File: src/rtl/snow64_fetch_ctrl.sv
// Instruction-fetch sequencer: owns the fetch PC, keeps one cache request in flight
// and feeds a stall-aware decode holding register. Redirects from EX flush stale fetches.
//
// Ports:
//   clk, rst           clock, synchronous active-high reset
//   out_req_valid/addr fetch request to the instruction cache
//   in_req_ready       cache accepts the request this cycle
//   in_rsp_valid/instr returned instruction word (one-cycle pulse)
//   in_redirect_*      branch/jump target from EX
//   in_stall           hold the decode register
//   out_instr_valid    decode register holds an instruction
//   out_instr/_pc      instruction and its PC to the decoder
module snow64_fetch_ctrl #(
  parameter int ADDR_WIDTH = 64,
  parameter int INSTR_WIDTH = 32,
  parameter int INSTR_BYTES = 4,
  parameter logic [ADDR_WIDTH-1:0] RESET_PC = '0
) (
  input  logic                   clk,
  input  logic                   rst,
  output logic                   out_req_valid,
  output logic [ADDR_WIDTH-1:0]  out_req_addr,
  input  logic                   in_req_ready,
  input  logic                   in_rsp_valid,
  input  logic [INSTR_WIDTH-1:0] in_rsp_instr,
  input  logic                   in_redirect_valid,
  input  logic [ADDR_WIDTH-1:0]  in_redirect_addr,
  input  logic                   in_stall,
  output logic                   out_instr_valid,
  output logic [INSTR_WIDTH-1:0] out_instr,
  output logic [ADDR_WIDTH-1:0]  out_instr_pc
);

  typedef enum logic [1:0] {
    S_REQ,
    S_WAIT,
    S_DROP
  } state_t;

  state_t state;
  state_t state_nx;

  logic [ADDR_WIDTH-1:0] pc;
  logic slot_free;
  logic load;

  assign slot_free = !out_instr_valid || !in_stall;

  // A response is only kept when it belongs to the current PC
  // and no redirect arrives in the same cycle.
  assign load = (state == S_WAIT) && in_rsp_valid
              && !in_redirect_valid;

  always_ff @(posedge clk) begin
    if (rst) begin
      state <= S_REQ;
    end else begin
      state <= state_nx;
    end
  end

  always_comb begin
    state_nx = state;
    unique case (state)
      S_REQ: begin
        if (out_req_valid && in_req_ready)
          state_nx = S_WAIT;
      end
      S_WAIT: begin
        if (in_rsp_valid)
          state_nx = S_REQ;
        else if (in_redirect_valid)
          state_nx = S_DROP;
      end
      S_DROP: begin
        if (in_rsp_valid)
          state_nx = S_REQ;
      end
      default: state_nx = S_REQ;
    endcase
  end

  always_comb begin
    out_req_valid = 1'b0;
    out_req_addr  = pc;
    if (state == S_REQ)
      out_req_valid = slot_free && !in_redirect_valid;
  end

  always_ff @(posedge clk) begin
    if (rst) begin
      pc              <= RESET_PC;
      out_instr_valid <= 1'b0;
      out_instr       <= '0;
      out_instr_pc    <= '0;
    end else if (in_redirect_valid) begin
      // Flush wins over stall: the held instruction is on the wrong path.
      pc              <= in_redirect_addr;
      out_instr_valid <= 1'b0;
    end else if (load) begin
      out_instr       <= in_rsp_instr;
      out_instr_pc    <= pc;
      out_instr_valid <= 1'b1;
      pc              <= pc + ADDR_WIDTH'(INSTR_BYTES);
    end else if (out_instr_valid && !in_stall) begin
      out_instr_valid <= 1'b0;
    end
  end

endmodule

File: config.mk
export PLATFORM = sky130hd
export DESIGN_NAME = snow64_fetch_ctrl
export DESIGN_NICKNAME = d
export VERILOG_FILES = /design/src/rtl/snow64_fetch_ctrl.sv
export SDC_FILE = /design/constraint.sdc
export NUM_CORES = 1
export LEC_CHECK = 0
export CELL_PAD_IN_SITES_DETAIL_PLACEMENT = 1
export CELL_PAD_IN_SITES_GLOBAL_PLACEMENT = 2
export CORE_ASPECT_RATIO = 0.9
export CORE_MARGIN = 2
export CORE_UTILIZATION = 26
export DETAILED_ROUTE_END_ITERATION = 8
export PLACE_DENSITY_LB_ADDON = 0.1
export SLEW_MARGIN = 25
export SYNTH_ARGS = -nofsm -noshare
export SYNTH_HDL_FRONTEND = slang
export SYNTH_SLANG_ARGS = --single-unit
File: constraint.sdc
create_clock -name clk -period 3.9 [get_ports clk]
set_input_delay 0.78 -clock clk [delete_from_list [all_inputs] [get_ports clk]]
set_output_delay 0.78 -clock clk [all_outputs]
set_load 0.01 [all_outputs]
==> load_flow_metrics.sql <==
INSERT INTO impl_metrics (metric_group, metric, value, unit) VALUES
('synthesis', 'dominantRegCellSynth', 'sky130_fd_sc_hd__dfxtp_1', ''),
('layout', 'multi_input_area', '3550', 'um^2'),
('synthesis', 'synth_edf_count', '0', ''),
('placement', 'place.gp.congestion', '0.737', ''),
('clocking', 'worstSkewPairLatency', '0.43', 'ns'),
('worst_setup_path', 'cp_max_fo', '2', ''),
('synthesis', 'synth.distinct_cells', '46', ''),
('synthesis', 'synth_area_leader_cell', 'sky130_fd_sc_hd__dfxtp_1', ''),
('layout', 'final_core_util', '0.394', ''),
('sta', 'setup-tns-final', '0', 'ns'),
('synthesis', 'ys.warnings.count', '0', ''),
('detailed_routing', 'detailed_route_wire_length_per_cell', '18.0', 'um'),
('detailed_routing', 'first_drt_pass_iteration_count', '4', ''),
('detailed_routing', 'via_per_inst', '4.72', ''),
('sta', 'worst_pin_slew', '0.998', 'ns'),
('placement', 'place.detailed.instances', '1447', ''),
('detailed_routing', 'drt-initial-drc-count', '269', ''),
('placement', 'portBuffers', '263', ''),
('sta', 'finalSetupViolCount', '0', ''),
('synthesis', 'synth_async_sr_flop_share', '0', ''),
('sta', 'fin_crit_sh', '0.826', ''),
('global_routing', 'grt.total_usage', '0.185', ''),
('synthesis', 'cell_count_after_synthesis', '881', ''),
('global_routing', 'grt_overflow_total', '0', ''),
('clocking', 'cts_max_level', '4', ''),
('clocking', 'hold_bufs_at_cts', '0', ''),
('floorplan', 'die-height', '161', 'um'),
('worst_setup_path', 'worstPathArrival', '2.44', 'ns'),
('sta', 'timing.fmax', '310', 'MHz'),
('worst_setup_path', 'worst-endpoint-required', '3.12', 'ns'),
('clocking', 'max-clock-path-buffers', '2', ''),
('clocking', 'cts.reportedPaths.clkPinSlew', '0.06', 'ns'),
('layout', 'final_cells', '1478', ''),
('global_routing', 'grt_pass1_wl', '41.3', 'mm'),
('detailed_routing', 'post-route-drc-count', '0', ''),
('clocking', 'clockRootBuffer', 'sky130_fd_sc_hd__clkbuf_16', ''),
('synthesis', 'avgSynthCellArea', '8.05', 'um^2'),
('synthesis', 'ys_seq_area_frac', '0.460', ''),
('layout', 'flow.area_growth_from_synthesis', '49.3', '%'),
('synthesis', 'synth.cell_area', '7090', 'um^2'),
('floorplan', 'initial_core_utilization', '0.264', ''),
('synthesis', 'ys_ff_latch', '163', ''),
('worst_setup_path', 'nature_of_the_critical_path_endpoint', 'primary output', ''),
('floorplan', 'ios', '264', ''),
('sta', 'grt_setup_unrepaired', 'no', ''),
('power_and_ir_drop', 'total_leakage_power', '0.00350', 'uW'),
('global_routing', 'maximum_number_of_pins_on_one_net_before_global_route_repair', '84', ''),
('floorplan', 'num_rows', '57', ''),
('worst_setup_path', 'setup.worst_path.start_class', 'primary input', ''),
('power_and_ir_drop', 'power_density', '367', 'nW/um^2'),
('sta', 'hold_viol_final', '0', ''),
('clocking', 'cts_num_sinks', '163', ''),
('clocking', 'cts.repair.resized', '0', ''),
('sta', 'worst_slew_margin_rel', '0.335', ''),
('layout', 'fill_cells', '3201', ''),
('layout', 'design.final.nets', '1215', ''),
('clocking', 'cts.repair_timing.setup_buffer_count', '0', ''),
('synthesis', 'synth.top_cell.area_share', '0.460', ''),
('sta', 'timing.final.max_slew_violations', '0', ''),
('sta', 'period_minus_slack', '3.22', 'ns'),
('layout', 'sequential_cell_area', '3260', 'um^2'),
('floorplan', 'core_region_area', '26900', 'um^2'),
('placement', 'dp_worst_setup_slack', '0.548', 'ns'),
('placement', 'hpwlAfterDp', '18.3', 'mm'),
('floorplan', 'dieWidth', '178', 'um'),
('sta', 'fin_ws', '0.677', 'ns'),
('global_routing', 'antenna_violations_before_repair', '1', ''),
('worst_hold_path', 'min_path_type', 'reg2reg', ''),
('outcome', 'status', 'finished clean', ''),
('global_routing', 'first_global_vias', '6953', ''),
('detailed_routing', 'wl', '26.6', 'mm'),
('power_and_ir_drop', 'ir_drop', '0.000206', 'V'),
('detailed_routing', 'ant_nets', '0', ''),
('clocking', 'tritoncts', 'built', ''),
('worst_setup_path', 'worst-setup-path-type', 'in2out', ''),
('job', 'drv.max_cap_violation_count', '0', ''),
('clocking', 'numCtsBuffers', '17', ''),
('synthesis', 'synth.net_count', '984', ''),
('detailed_routing', 'route.vias.total', '6970', ''),
('synthesis', 'post_synth_main_area_contributors', 'sky130_fd_sc_hd__dfxtp_1 46%, sky130_fd_sc_hd__nand2_1 12%, sky130_fd_sc_hd__a21oi_1 8.0%', ''),
('layout', 'drive_gt1_frac', '0.0641', ''),
('layout', 'num_antenna_cells', '0', ''),
('sta', 'clock_skew', '0.0130', 'ns'),
('floorplan', 'fp.dieArea', '28600', 'um^2');
## kinds of logic (layout without fill, tap and decap cells)
group / count (synthesis) / after routing / share of synthesized area
and+or+nand+nor: 420 / 420 / 0.281
AOI/OAI and AO/OA: 159 / 159 / 0.127
adders and majority gates: 1 / 1 / 0.00176
xor gates and xnor gates: 53 / 53 / 0.0655
buffers and inverters: 68 / 311 / 0.0406
DFF: 163 / 163 / 0.460
muxes: 17 / 17 / 0.0242
## flip-flops by register name, summed over array words and instances (netlist names)
signal	count
out_instr	32
out_instr_pc	64
out_instr_valid	1
out_req_addr	64
state	2
## power by group
group	switching (uW)	total (uW)	internal, uW	leakage [uW]
registers	81.8	1800	1710	0.00133
clock network	759	1680	923	0.000273
logic	176	412	236	0.00190
## synth_stat cells, types with 2 or more instances
cell type and count:
sky130_fd_sc_hd__nand4_1 17, sky130_fd_sc_hd__or3_1 6, sky130_fd_sc_hd__and4_4 2, sky130_fd_sc_hd__and3_1 10
sky130_fd_sc_hd__and2_1 4, sky130_fd_sc_hd__buf_2 2, sky130_fd_sc_hd__clkbuf_1 52, sky130_fd_sc_hd__or4_4 2
sky130_fd_sc_hd__inv_1 4, sky130_fd_sc_hd__nand3_1 21, sky130_fd_sc_hd__a21oi_1 114, sky130_fd_sc_hd__xnor2_1 37
sky130_fd_sc_hd__a211oi_1 23, sky130_fd_sc_hd__a311oi_1 4, sky130_fd_sc_hd__mux2i_1 16, sky130_fd_sc_hd__o21ai_0 5
sky130_fd_sc_hd__o211ai_1 3, sky130_fd_sc_hd__xor2_1 16, sky130_fd_sc_hd__a22oi_1 3, sky130_fd_sc_hd__and4_1 8
sky130_fd_sc_hd__nor2_1 71, sky130_fd_sc_hd__o22ai_1 3, sky130_fd_sc_hd__buf_1 5, sky130_fd_sc_hd__nor4_1 9
sky130_fd_sc_hd__nor4_2 4, sky130_fd_sc_hd__nor3_2 9, sky130_fd_sc_hd__nor3_1 13, sky130_fd_sc_hd__nand4_4 3
sky130_fd_sc_hd__dfxtp_1 163, sky130_fd_sc_hd__buf_6 4, sky130_fd_sc_hd__nand2_1 233
## through the flow
stage | power, uW | hold slack, ns | area [um^2]
after floorplan | 1980 | 0.458 | 7090
after global placement | 2250 | 0.442 | 10000
after detailed placement | 2250 | 0.448 | 10000
after CTS | 3970 | 0.457 | 10600
after global routing | 4070 | 0.473 | 10600
final | 3890 | 0.454 | 10600
## placed cells by master, fill, tap and decap left out, types with 2 or more instances in the layout
master,count
sky130_fd_sc_hd__and2_1,4
sky130_fd_sc_hd__clkinv_4,4
sky130_fd_sc_hd__clkdlybuf4s50_1,261
sky130_fd_sc_hd__dfxtp_1,163
sky130_fd_sc_hd__a311oi_1,4
sky130_fd_sc_hd__xor2_1,16
sky130_fd_sc_hd__clkinvlp_4,3
sky130_fd_sc_hd__inv_1,4
sky130_fd_sc_hd__nand2_1,232
sky130_fd_sc_hd__inv_6,4
sky130_fd_sc_hd__and3_1,10
sky130_fd_sc_hd__and4_4,2
sky130_fd_sc_hd__o22ai_1,3
sky130_fd_sc_hd__and4_1,8
sky130_fd_sc_hd__xnor2_1,37
sky130_fd_sc_hd__nor4_1,9
sky130_fd_sc_hd__nand4_1,17
sky130_fd_sc_hd__or3_1,6
sky130_fd_sc_hd__nor2_1,70
sky130_fd_sc_hd__buf_4,11
sky130_fd_sc_hd__clkbuf_8,2
sky130_fd_sc_hd__or4_4,2
sky130_fd_sc_hd__clkbuf_16,17
sky130_fd_sc_hd__o21ai_0,5
sky130_fd_sc_hd__nand3_1,21
sky130_fd_sc_hd__nor3_2,9
sky130_fd_sc_hd__nand4_4,3
sky130_fd_sc_hd__mux2i_1,16
sky130_fd_sc_hd__a21oi_1,114
sky130_fd_sc_hd__a22oi_1,3
sky130_fd_sc_hd__a211oi_1,23
sky130_fd_sc_hd__nor3_1,13
sky130_fd_sc_hd__o211ai_1,3
sky130_fd_sc_hd__nor4_2,4
## worst paths after layout
path                            slack, ns                            end  cells after the start                          start
worst min-delay path                 0.45   out_instr_pc[1]$_SDFFE_PP0P_                      2   out_instr_pc[1]$_SDFFE_PP0P_
worst max-delay path                 0.68                  out_req_valid                      3                       in_stall
worst min register to register       0.45   out_instr_pc[1]$_SDFFE_PP0P_                      2   out_instr_pc[1]$_SDFFE_PP0P_
worst max register to register       1.31  out_req_addr[59]$_SDFFE_PP0N_                      6  out_req_addr[33]$_SDFFE_PP0N_
## worst max-delay path, stage by stage
cell	delay (ns)
sky130_fd_sc_hd__clkdlybuf4s50_1	0.42
sky130_fd_sc_hd__a2111oi_0	0.58
sky130_fd_sc_hd__clkdlybuf4s50_1	0.67
## metal layers
metal  wire length, um  global-route usage
met3              1600              0.0552
met4               200              0.0369
met2             11900               0.282
met5                16                   0
met1             12800               0.260
## final cells by class
type | instances | share of cell area
clock buffer | 19 | 0.0428
multi-input combinational | 650 | 0.336
clock inverter | 12 | 0.0116
inverter | 5 | 0.00189
sequential | 163 | 0.308
tap | 354 | 0.0418
timing repair buffer | 275 | 0.258
(Power assumes the default switching activity.)
